$ cat src/rtl/imem_loader.sv
// Instruction memory loader: assembles a little-endian byte stream into 32-bit
// words and writes them to consecutive word addresses while holding the core.
module imem_loader #(
   parameter int unsigned INS_ADDRESS = 9,
   parameter int unsigned INS_W       = 32
) (
   input  logic                   clk,
   input  logic                   rst_n,
   input  logic                   start,
   input  logic [INS_ADDRESS-2:0] num_words,
   input  logic                   byte_valid,
   input  logic [7:0]             byte_data,
   output logic                   byte_ready,
   output logic                   we,
   output logic [INS_ADDRESS-1:0] wa,
   output logic [INS_W-1:0]       wd,
   output logic                   cpu_hold,
   output logic                   done
);

   typedef enum logic [1:0] {
      IDLE    = 2'd0,
      COLLECT = 2'd1,
      WRITE   = 2'd2,
      DONE    = 2'd3
   } state_t;

   // Largest session that fits the address space without wa wrapping.
   localparam logic [INS_ADDRESS-2:0] MAX_WORDS = {1'b1, {(INS_ADDRESS-2){1'b0}}};
   localparam logic [INS_ADDRESS-2:0] ONE_WORD  = {{(INS_ADDRESS-2){1'b0}}, 1'b1};
   localparam logic [INS_ADDRESS-1:0] WA_STEP   = {{(INS_ADDRESS-3){1'b0}}, 3'd4};

   state_t                 state;
   state_t                 state_nxt;
   logic [1:0]             byte_cnt;
   logic [INS_ADDRESS-2:0] words_left;
   logic                   accept;

   assign accept = (state == COLLECT) && byte_valid;

   always_ff @(posedge clk or negedge rst_n) begin
      if (!rst_n) begin
         state <= IDLE;
      end else begin
         state <= state_nxt;
      end
   end

   always_comb begin
      state_nxt = state;
      unique case (state)
         IDLE: begin
            if (start) begin
               state_nxt = (num_words == '0) ? DONE : COLLECT;
            end
         end
         COLLECT: begin
            if (accept && (byte_cnt == 2'd3)) begin
               state_nxt = WRITE;
            end
         end
         WRITE: begin
            state_nxt = (words_left == ONE_WORD) ? DONE : COLLECT;
         end
         DONE: begin
            state_nxt = IDLE;
         end
         default: begin
            state_nxt = IDLE;
         end
      endcase
   end

   // All handshake/status outputs decode the registered state only.
   assign byte_ready = (state == COLLECT);
   assign we         = (state == WRITE);
   assign cpu_hold   = (state == COLLECT) || (state == WRITE);
   assign done       = (state == DONE);

   always_ff @(posedge clk or negedge rst_n) begin
      if (!rst_n) begin
         wa         <= '0;
         wd         <= '0;
         byte_cnt   <= '0;
         words_left <= '0;
      end else begin
         unique case (state)
            IDLE: begin
               if (start && (num_words != '0)) begin
                  wa         <= '0;
                  byte_cnt   <= '0;
                  words_left <= (num_words > MAX_WORDS) ? MAX_WORDS : num_words;
               end
            end
            COLLECT: begin
               if (byte_valid) begin
                  unique case (byte_cnt)
                     2'd0:    wd[7:0]   <= byte_data;
                     2'd1:    wd[15:8]  <= byte_data;
                     2'd2:    wd[23:16] <= byte_data;
                     default: wd[31:24] <= byte_data;
                  endcase
                  byte_cnt <= byte_cnt + 2'd1;
               end
            end
            WRITE: begin
               if (words_left != ONE_WORD) begin
                  wa         <= wa + WA_STEP;
                  words_left <= words_left - ONE_WORD;
                  byte_cnt   <= '0;
               end
            end
            default: begin
            end
         endcase
      end
   end

endmodule

$ cat config.mk
export PLATFORM = sky130hd
export DESIGN_NAME = imem_loader
export DESIGN_NICKNAME = d
export VERILOG_FILES = /design/src/rtl/imem_loader.sv
export SDC_FILE = /design/constraint.sdc
export NUM_CORES = 1
export LEC_CHECK = 0
export CAP_MARGIN = 20
export CORE_MARGIN = 3
export CORE_UTILIZATION = 31
export DETAILED_ROUTE_END_ITERATION = 8
export PLACE_DENSITY = 0.66
export SYNTH_ARGS = -nofsm -noshare
export SYNTH_HDL_FRONTEND = slang
export SYNTH_SLANG_ARGS = --single-unit
$ cat constraint.sdc
create_clock -name clk -period 3.5 [get_ports clk]
set_input_delay 0.7 -clock clk [delete_from_list [all_inputs] [get_ports clk]]
set_output_delay 0.7 -clock clk [all_outputs]
set_load 0.03 [all_outputs]
# Yosys cells after proc, flatten, opt, wreduce, memory -nomap -nowiden
# Cells that the tools add are included.
# totals
ff_bits	53
in_bits	20
out_inout_bits	45
elab_cells	60
# op_classes
n_addsub	3
n_lt_le_gt_ge	1
eq_ne	13
mux	16
n_bitwise	1
n_reduce_logical	18
# ops
op	n
$mux 8	3
$mux 9	2
$pmux 9 s2	1
$pmux 8 s2	1
$reduce_and 3->1	5
$mux 2	7
$add 9x3->9 const B	1
$eq 2x2->1 const B	4
$eq 8x1->1 const B	1
$gt 8x8->1 const B	1
$logic_not 8->1	1
$ne 8x1->1 const B	1
$pmux 2 s4	1
$reduce_bool 8->1	1
$sub 8x1->8 const B	1
$ne 2x2->1 const B	3
$pmux 2 s3	1
$eq 2x1->1 const B	2
$logic_not 2->1	2
$ne 2x1->1 const B	2
$reduce_and 4->1	1
$logic_and 1x1->1	3
$reduce_bool 3->1	1
$reduce_or 3->1	1
other kinds (5)	5

# Depth between registers and ports, before layout
# Gate-level depths: netlist of the first run.
# depth
depth_word	5
mapped_depth	8
ltp_nobuf	6

# Worst setup path before layout of the first run
# OpenSTA, ideal clock, no wires.
# synth_path
kind	register to register
from	register state[0]
to	register wa[7]
setup_ns	0.126
t_arrival_ns	2.160
required_ns	3.374
setup_slack_ns	1.214
stages_incl_launch_ff	8
n_path_buf	2
synth_period_minus_slack_ns	2.286
cell_sequence	dfrtp_1 inv_1 ha_1 and4b_4 buf_6 or4_4 buf_6 a221o_1
# synth_via
elab_chain_cells	3
elab_cells_between_ends	7
classes_between	eq/ne: 3; mux: 1; reduce/logical: 3
# synth_lines
element	line_no	rtl
start: declaration	33	state_t state;
start signal: assignment	45	state <= state_nxt;
$eq 2x2->1 *	n/a	
via we	14	output logic we,
$ne 2x1->1 (no line) or $reduce_bool 2->1 (tied branches)	n/a	
$reduce_and 3->1 (no line)	n/a	
end signal: assignment	108	wa <= wa + WA_STEP;
end: declaration	15	output logic [INS_ADDRESS-1:0] wa,
# Mark *: on every way through the listed nets, which the timed path passes. The rest lies on a longest branch.
# A chain may end at the register's enable or synchronous reset.

# Worst setup path after layout of the first run
# layout_path
from	register state[1]
to	output byte_ready
# layout_via
elab_chain_cells	1
# layout_lines
element	line_no	rtl
$eq 2x1->1	75	assign byte_ready = (state == COLLECT);
end: declaration	13	output logic byte_ready,
# No other way between the ends.

==> results of run 1 <==
metal layers:
layer / global-route usage, % / wire length (um)
met5: 0 / 0
met2: 20.40 / 2824
met3: 3.015 / 364
met1: 18.45 / 2955
met4: 1.704 / 19
synthesized netlist by cell type, types with 3 or more instances:
master	instances
dfrtp_1	51
mux2_2	32
inv_1	13
ha_1	12
nand2_1	11
nor2_1	9
clkbuf_1	6
a2111oi_0	5
a21oi_1	5
a31oi_1	5
nor3_1	5
a221o_1	4
and3_1	4
nand3_1	4
o211ai_1	3
o21ai_0	3
o22a_1	3
o41ai_1	3
or4_1	3
flip-flops by register name (all words and copies together), names as in the netlist:
name,cells
byte_cnt,2
state,2
wa,7
wd,32
words_left,8
power groups by stage:
stage	sequential, mW	clock, mW	combinational (mW)
after global placement	0.985	0	1.63
after CTS	0.984	0.372	1.65
after detailed placement	0.996	0	1.65
after global routing	1.02	0.395	1.75
after floorplan	1.29	0	0.755
final	0.982	0.356	1.64
per-stage QoR:
stage | std cells | utilization, % | instance area [um2]
4_1_cts | 388 | 43.01 | 3410
2_1_floorplan | 223 | - | 2606
6_report | 388 | 43.01 | 3410
3_5_place_dp | 380 | 41.78 | 3312
3_3_place_gp | 380 | 41.78 | 3312
5_1_grt | 388 | 43.01 | 3410
worst max path at each step:
stage / from / end / slack, ns / cells past startpoint
2_1_floorplan: state[0] / wa[7] / 1.21 / 7
3_3_place_gp: num_words[7] / wa[7] / 0.76 / 6
3_5_place_dp: num_words[7] / wa[6] / 0.66 / 6
4_1_cts: state[1] / byte_ready / 0.92 / 3
5_1_grt: state[1] / byte_ready / 0.81 / 3
6_report: state[1] / byte_ready / 0.94 / 3
area by class of cell:
class | count | area share, %
clock buffer | 5 | 2.018
tap | 102 | 3.743
sequential | 51 | 37.43
multi-input combinational | 149 | 35.82
timing repair buffer | 65 | 18.72
clock inverter | 3 | 0.8440
inverter | 13 | 1.431
cells by family after synthesis:
logic type	count (synthesis)
adder cells (fa/ha/maj)	12
multiplexers	34
AND/OR/NAND/NOR	53
AO/OA/AOI/OAI	48
other	1
buffers and inverters	23
flip-flops	51
==> out/metrics.cfg, run 1 <==
[pwr]
power_mw=2.979
combinationalPowerShare_pct=55.1
swShare_pct=43.68
pwr-share-seq_pct=33.0
p_switching_mw=1.301
p_int_mw=1.678
p_leak_nw=1.489
irDropWorstVdd_mv=0.3353
power.density_nw_per_um2=873.7
clock_power_share_pct=12.0

[critical_path]
cp_slowest_cell=clkdlybuf4s50_1
crit_path_max_fanout=7
path_class=reg2out
crit_path_end_kind=output pin
start_kind=flip-flop
reg2reg_from=state[0]
cp.required_ns=2.80
slowest_delay_ns=0.72
path_buf_inv=2
path_delay_family=buffers and inverters
path_cells=inv_1 -> ha_1 -> clkdlybuf4s50_1
r2r_slack_ns=1.07
critPathArrivalTime_ns=1.86
rr_worst_depth=6
reg2reg_to=wa[6]

[cells_and_area]
synthToLayoutAreaGrowth_pct=31.01
final_cell_mix=clkdlybuf4s50_1 (61), dfrtp_1 (51), mux2_2 (32)
drive_gt1_share_pct=18.53
diodes=0
multiInputGateArea_um2=1221
final_common_cell=clkdlybuf4s50_1
num-fill-cells=767
ff_latch_area_um2=1276
nets=317

[place]
dpl.hpwl_um=4510
dp_slack_ns=0.6586
place_congestion=0.8262
io_buffer_count=62

[cts]
clk_latency_ns=0.30
cts_tree=yes
cts_made_buffers=5
clk_path_buf_depth=2
cts_resized=0
cts_hold_buf=0
path_clk_slew_ns=0.10
clock_sinks=51
cts_max_level=2
cts_setup_buffers=0
cts_root_buf=clkbuf_8

[status]
status=complete, no violations

[synth]
async_flop_share_pct=100.0
avgSynthCellArea_um2=11.72
ys_ff_latch=51
synth_xor_area_share_pct=0
yosysUniqueCellTypes=47
synth_top_family_by_area=multiplexers
syn_inst=222
synth_top_area_cell=dfrtp_1
synth.area.top_cells=dfrtp_1 (49%), mux2_2 (14%), ha_1 (5.8%)
synth_compound_area_share_pct=14.47
synth_top_flop_cell=dfrtp_1
synthMuxAreaShare_pct=14.62
yosysSeqAreaShare_pct=49.04
synth_fa_ha_area_share_pct=5.769
yosysWarnings=0
synth_top_area_share_pct=49.04
synthSimpleGateAreaFrac_pct=11.78
synth_enable_flop_cells=0
synth_area_um2=2602

[timing]
finClkSkew_ns=0.008367
max_freq_mhz=391.3
relSlewSlack_pct=52.73
tightest_slew_ns=0.7091
setup_viol=0
min_period_ns=2.555
fin_hold_ws_ns=0.4413
slew_violations=0
finalCritPeriodShare_pct=73.01
finalWorstSetupSlack_ns=0.9445
tns_ns=0
rsz0062_at_grt=no
hold_viol_final=0

[route]
ant_nets=0
wire_per_inst_um=15.88
drt-initial-drc-count=115
vias=2053
drt-pass1-iter-count=4
avgViaCountPerCell=5.291
routed_wl_um=6162
remaining_drc_errors=0

[grt]
grt_pass1_wl_um=10330
grt_antenna_before_repair=0
grt_max_degree=33
overflow=0
grt_pass1_vias=2042
grt_usage_pct=12.89

[floorplanning]
rows=32
die_h_um=97.63
coreArea_um2=7928
io_pins=65
start_util_pct=32.83
die_w_um=97.63
die-area_um2=9531

[hold_path]
hold_path.class=in2async

[job]
maxCapViolations=0

(Power assumes the default switching activity.)
==> run 2: changes to the inputs <==
==> constraint.sdc (replaced) <==
create_clock -name clk -period 2.41 [get_ports clk]
set_input_delay 0.482 -clock clk [delete_from_list [all_inputs] [get_ports clk]]
set_output_delay 0.482 -clock clk [all_outputs]
set_load 0.03 [all_outputs]
==> run 2 against run 1 <==
- clock power up 46%
- sequential share of layout area down 0.81 points
- global-route usage up 0.12 points
- critical path depth unchanged
- count of clock-buffer cells in the layout unchanged
- largest power group unchanged
- highest routed layer unchanged
==> out/metrics.cfg, run 2 (synthesis results as in run 1) <==
[status]
status=complete, no violations

[cts]
clk_latency_ns=0.31  ; about the same
path_clk_slew_ns=0.10  ; about the same
clk_path_buf_depth=2  ; unchanged
cts_max_level=2  ; unchanged
clock_sinks=51  ; unchanged
cts_tree=yes
cts_root_buf=clkbuf_8
cts_made_buffers=5  ; unchanged
cts_hold_buf=0  ; unchanged

[timing]
finClkSkew_ns=0.008304  ; -0.00006367 ns
setup_viol=0  ; unchanged
slew_violations=0  ; unchanged
finalWorstSetupSlack_ns=0.1664  ; -0.7781 ns
tns_ns=0  ; unchanged
fin_hold_ws_ns=0.2446  ; -0.1967 ns
max_freq_mhz=445.7
relSlewSlack_pct=48.71  ; -4.0 points
finalCritPeriodShare_pct=93.09
tightest_slew_ns=0.7693  ; +0.06017 ns
min_period_ns=2.244
hold_viol_final=0  ; unchanged
rsz0062_at_grt=no

[job]
maxCapViolations=0  ; unchanged

[grt]
grt_max_degree=35  ; +6.1%
grt_antenna_before_repair=0  ; unchanged
grt_pass1_vias=1982  ; -2.9%
grt_usage_pct=13.01  ; +0.12 points
grt_pass1_wl_um=10170  ; -1.5%
overflow=0  ; unchanged

[pwr]
swShare_pct=43.45  ; -0.23 points
p_int_mw=2.468  ; +47%
pwr-share-seq_pct=32.7  ; -0.3 points
combinationalPowerShare_pct=55.4  ; +0.3 points
clock_power_share_pct=11.9  ; about the same
irDropWorstVdd_mv=0.4639  ; +38%
power.density_nw_per_um2=1253  ; +43%
p_switching_mw=1.897  ; +46%
p_leak_nw=1.553  ; +4.3%

[cells_and_area]
largest_register_ff_count=32  ; unchanged
drive_gt1_share_pct=21.62  ; +3.1 points
num-fill-cells=759  ; -1.0%
reg.largest.list=wd: 32 flops, words_left: 8 flops, wa: 7 flops
post-route-cell-area_um2=3485  ; +2.2%
nets=327  ; +3.2%
final_common_cell=clkdlybuf4s50_1
final_cell_mix=clkdlybuf4s50_1 (59), dfrtp_1 (51), mux2_2 (32)
diodes=0  ; unchanged
synthToLayoutAreaGrowth_pct=33.89
largest_register=wd

[critical_path]
crit_path_end_kind=output pin
r2r_slack_ns=0.31  ; -0.76 ns
crit_path_max_fanout=4  ; -3
slowest_delay_ns=0.66  ; -0.06 ns
rr_worst_depth=6  ; unchanged
critPathArrivalTime_ns=1.76  ; -0.10 ns
start_kind=flip-flop
path_cells=inv_1 -> ha_1 -> clkdlybuf4s50_1
cp.required_ns=1.93  ; -0.87 ns
cp_slowest_cell=clkdlybuf4s50_1
path_class=reg2out
reg2reg_to=wa[6]
reg2reg_from=state[1]

[floorplanning]
die_h_um=97.63  ; unchanged
coreArea_um2=7928  ; unchanged
rows=32  ; unchanged
start_util_pct=32.83  ; unchanged
io_pins=65  ; unchanged
die-area_um2=9531  ; unchanged
die_w_um=97.63  ; unchanged

[route]
vias=2062  ; +0.44%
remaining_drc_errors=0  ; unchanged
avgViaCountPerCell=5.181  ; -2.1%
wire_per_inst_um=15.18  ; -4.4%
drt-pass1-iter-count=4  ; unchanged
ant_nets=0  ; unchanged
routed_wl_um=6040  ; -2.0%
drt-initial-drc-count=67  ; -42%

[place]
io_buffer_count=62  ; unchanged
dpl.hpwl_um=4580  ; +1.5%
place_congestion=0.9330  ; +13%
dp_slack_ns=0.006712  ; -0.6519 ns
placed_cell_area_um2=3385  ; +2.2%

[hold_path]
hold_path.class=in2async

-- run 2: routing by layer --
| metal | routed length (um) | global-route usage (%) | vias up |
|---|---|---|---|
| li1 | - | - | 977 |
| met1 | 2912 | 18.44 | 999 |
| met2 | 2707 | 19.87 | 82 |
| met3 | 391 | 3.589 | 4 |
| met4 | 29 | 2.875 | 0 |
| met5 | 0 | 0 | - |
-- run 2: area by class of cell --
type	instances	area, um2	share of cell area [%]
clock buffer	5	68.82	1.975
clock inverter	3	28.78	0.8259
inverter	13	48.80	1.400
multi-input combinational	149	1221	35.04
sequential	51	1276	36.62
tap	102	127.6	3.662
timing repair buffer	75	713.2	20.47
-- run 2: worst max-delay path by stage --
stage | start | end | slack, ns | cells past startpoint
floorplan | state[0] | wa[7] | 0.12 | 7
finish | state[1] | cpu_hold | 0.17 | 3
detailed placement | num_words[0] | wa[6] | 0.007 | 5
global placement | num_words[6] | wa[8] | 0.07 | 5
global route | state[1] | cpu_hold | 0.07 | 3
CTS | state[1] | byte_ready | 0.02 | 3
-- run 2: worst max-delay path, delay by kind of cell (launching register included) --
kind       cells  cell delay (ns)
buf+inv        2             0.76
fa+ha+maj      1             0.28
flops          1             0.40
-- run 2: power by group through the flow --
stage               combinational [mW]  clock (mW)  sequential, mW
floorplan                         1.10           0            1.88
global placement                  2.41           0            1.43
detailed placement                2.44           0            1.45
CTS                               2.45       0.545            1.43
global route                      2.60       0.588            1.48
finish                            2.42       0.519            1.43
-- run 2: repair_timing --
action	CTS	global route
setup buffers	0	0
endpoints found under the setup margin	0	1
resized for setup	0	1
-- run 2: per-stage QoR --
step,total power [mW],instances,utilization (%)
6_report,4.365,398,43.96
2_1_floorplan,2.971,223,-
3_5_place_dp,3.884,390,42.69
3_3_place_gp,3.843,390,42.69
4_1_cts,4.422,398,43.92
5_1_grt,4.669,398,43.96
==> run 3: changes to the inputs <==
--- a/config.mk
+++ b/config.mk
@@ -8,8 +8,9 @@
 export CAP_MARGIN = 20
 export CORE_MARGIN = 3
 export CORE_UTILIZATION = 31
+export CTS_BUF_LIST = sky130_fd_sc_hd__clkbuf_2
 export DETAILED_ROUTE_END_ITERATION = 8
-export PLACE_DENSITY = 0.66
+export PLACE_DENSITY_LB_ADDON = 0.25
 export SYNTH_ARGS = -nofsm -noshare
 export SYNTH_HDL_FRONTEND = slang
 export SYNTH_SLANG_ARGS = --single-unit
==> run 3 against run 2 <==
- power fell by 1.7%
- maximum frequency increased by 0.91%
- sequential cell count unchanged
- non-clock buffer count unchanged
- sequential share of layout area is 0.13 points higher
- core utilization down 0.16 points
- critical path depth stayed put
- first-iteration DRC count rose by 96%
- combinational power is essentially flat
- via count up 1.5%
- die area unchanged
- critical path type unchanged
==> out/metrics.cfg, run 3 (synthesis results as in run 1) <==
[grt]
overflow=0  ; unchanged
grt_usage_pct=12.91  ; -0.098 points
grt_max_degree=29  ; -17%
grt_antenna_before_repair=0  ; unchanged
grt_pass1_wl_um=10160  ; about the same
grt_pass1_vias=2034  ; +2.6%

[floorplanning]
die_h_um=97.63  ; unchanged
coreArea_um2=7928  ; unchanged
rows=32  ; unchanged
die-area_um2=9531  ; unchanged
die_w_um=97.63  ; unchanged
io_pins=65  ; unchanged
start_util_pct=32.83  ; unchanged

[cts]
path_clk_slew_ns=0.29  ; +0.19 ns
cts_tree=yes
clock_sinks=51  ; unchanged
cts_made_buffers=5  ; unchanged
clk_latency_ns=0.45  ; +0.14 ns
cts_root_buf=clkbuf_2
clk_path_buf_depth=2  ; unchanged
cts_setup_buffers=0  ; unchanged
cts_max_level=2  ; unchanged

[critical_path]
r2r_slack_ns=0.25  ; -0.06 ns
reg2reg_to=wa[7]
path_cells=inv_1 -> ha_1 -> dlygate4sd2_1
path_delay_family=buffers and inverters
crit_path_end_kind=output pin
reg2reg_from=words_left[0]
rr_worst_depth=5  ; -1
crit_path_max_fanout=7  ; +3
crit_path_end=byte_ready
critPathArrivalTime_ns=1.74  ; -0.02 ns
path_class=reg2out
crit_path_start=state[1]
cp.required_ns=1.93  ; about the same
slowest_delay_ns=0.47  ; -0.19 ns
cp_slowest_cell=dfrtp_1
cp.depth=3  ; unchanged
start_kind=flip-flop
path_buf_inv=2  ; unchanged

[route]
routed_wl_um=6114  ; +1.2%
drt-initial-drc-count=131  ; +96%
vias=2093  ; +1.5%
avgViaCountPerCell=5.259  ; +1.5%
remaining_drc_errors=0  ; unchanged
wire_per_inst_um=15.36  ; +1.2%
drt-pass1-iter-count=4  ; unchanged
ant_nets=0  ; unchanged

[timing]
finalWorstSetupSlack_ns=0.1866  ; +0.02023 ns
max_freq_mhz=449.8  ; +0.91%
min_period_ns=2.223  ; -0.02023 ns
finClkSkew_ns=0.02793  ; +0.01963 ns
finalCritPeriodShare_pct=92.26  ; -0.84 points
rsz0062_at_grt=no
relSlewSlack_pct=52.58  ; +3.9 points
tns_ns=0  ; unchanged
tightest_slew_ns=0.7059  ; -0.06342 ns
setup_viol=0  ; unchanged
hold_viol_final=0  ; unchanged
slew_violations=0  ; unchanged

[cells_and_area]
drive_gt1_share_pct=21.28  ; -0.34 points
synthToLayoutAreaGrowth_pct=33.41
nets=327  ; unchanged
reg.largest.list=wd: 32 flops, words_left: 8 flops, wa: 7 flops
diodes=0  ; unchanged
largest_register=wd
final_common_cell=clkdlybuf4s50_1
final_cell_mix=clkdlybuf4s50_1 (57), dfrtp_1 (51), mux2_2 (32)
final_cells=398  ; unchanged
post-route-cell-area_um2=3472  ; -0.36%
largest_register_ff_count=32  ; unchanged

[pwr]
p_int_mw=2.414  ; -2.2%
swShare_pct=43.72  ; +0.27 points
irDropWorstVdd_mv=0.4806  ; +3.6%
p_leak_nw=1.557  ; +0.26%
power.density_nw_per_um2=1235  ; -1.4%
p_switching_mw=1.875  ; -1.1%
combinationalPowerShare_pct=55.9  ; +0.5 points
pwr-share-seq_pct=33.1  ; +0.4 points
power_mw=4.289  ; -1.7%
clock_power_share_pct=11.0  ; -0.9 points

[job]
maxCapViolations=0  ; unchanged

[place]
numPlacedInstances=389  ; -0.26%
place_congestion=0.8842  ; -5.2%
dpl.hpwl_um=4499  ; -1.8%
io_buffer_count=62  ; unchanged
placed_cell_area_um2=3390  ; +0.15%
dp_slack_ns=0.01555  ; +0.008834 ns

[status]
status=complete, no violations

[hold_path]
hold_path.class=in2async

## run 3: cell types whose count changed in the layout (fill, tap and decap cells not counted), sizes merged
cell,previous run,this run
dlygate4sd3,0,1
dlygate4sd2,0,2
clkdlybuf4s50,59,57
bufinv,0,1
clkinv,2,1
buf,15,14
## run 3: per-stage QoR
step           hold WS (ns)  util (%)
6_report             0.5199     43.80
3_3_place_gp         0.4883     42.76
4_1_cts              0.5199     43.77
2_1_floorplan        0.1864         -
5_1_grt              0.5341     43.80
3_5_place_dp         0.4857     42.76
## run 3: cell type report
class | instances | area, um2
multi-input combinational | 149 | 1221
clock inverter | 3 | 47.55
sequential | 51 | 1276
clock buffer | 5 | 25.02
inverter | 13 | 48.80
fill | 756 | 4456
tap | 102 | 127.6
timing repair buffer | 75 | 725.7
## run 3: repair_timing
action                                 in CTS  in global routing
endpoints found under the hold margin       8                  0
gates cloned                                0                  0
resized for setup                           2                  1
setup endpoints to repair                   2                  1
hold buffers                                1                  0
## run 3: power groups by stage
stage,Combinational (mW),Clock [mW],Sequential (mW)
6_report,2.40,0.472,1.42
5_1_grt,2.58,0.532,1.46
4_1_cts,2.43,0.488,1.42
3_5_place_dp,2.44,0,1.44
3_3_place_gp,2.43,0,1.43
2_1_floorplan,1.10,0,1.88
## run 3: worst register-to-register path, stage by stage, from the launching register on
cell	delay, ns
dfrtp_1	0.49
ha_1	0.21
nor3b_1	0.14
and4b_4	0.21
or4_4	0.62
a221o_1	0.39
## run 3: routing by layer
layer | up-vias | GRT usage (%) | part of all wire [%]
met5 | - | 0 | 0
met4 | 0 | 3.088 | 0.59
met3 | 4 | 2.800 | 6.1
met2 | 76 | 20.88 | 45
met1 | 1026 | 17.68 | 48
li1 | 987 | - | -
## run 3: worst min path at each step
| stage | from | endpoint | slack [ns] | cells past startpoint |
|---|---|---|---|---|
| 2_1_floorplan | rst_n | byte_cnt[0] | 0.19 | 0 |
| 3_3_place_gp | wd[4] | wd[4] | 0.49 | 1 |
| 3_5_place_dp | words_left[6] | words_left[6] | 0.49 | 1 |
| 4_1_cts | words_left[6] | words_left[6] | 0.52 | 1 |
| 5_1_grt | rst_n | byte_cnt[0] | 0.53 | 2 |
| 6_report | rst_n | words_left[6] | 0.52 | 2 |
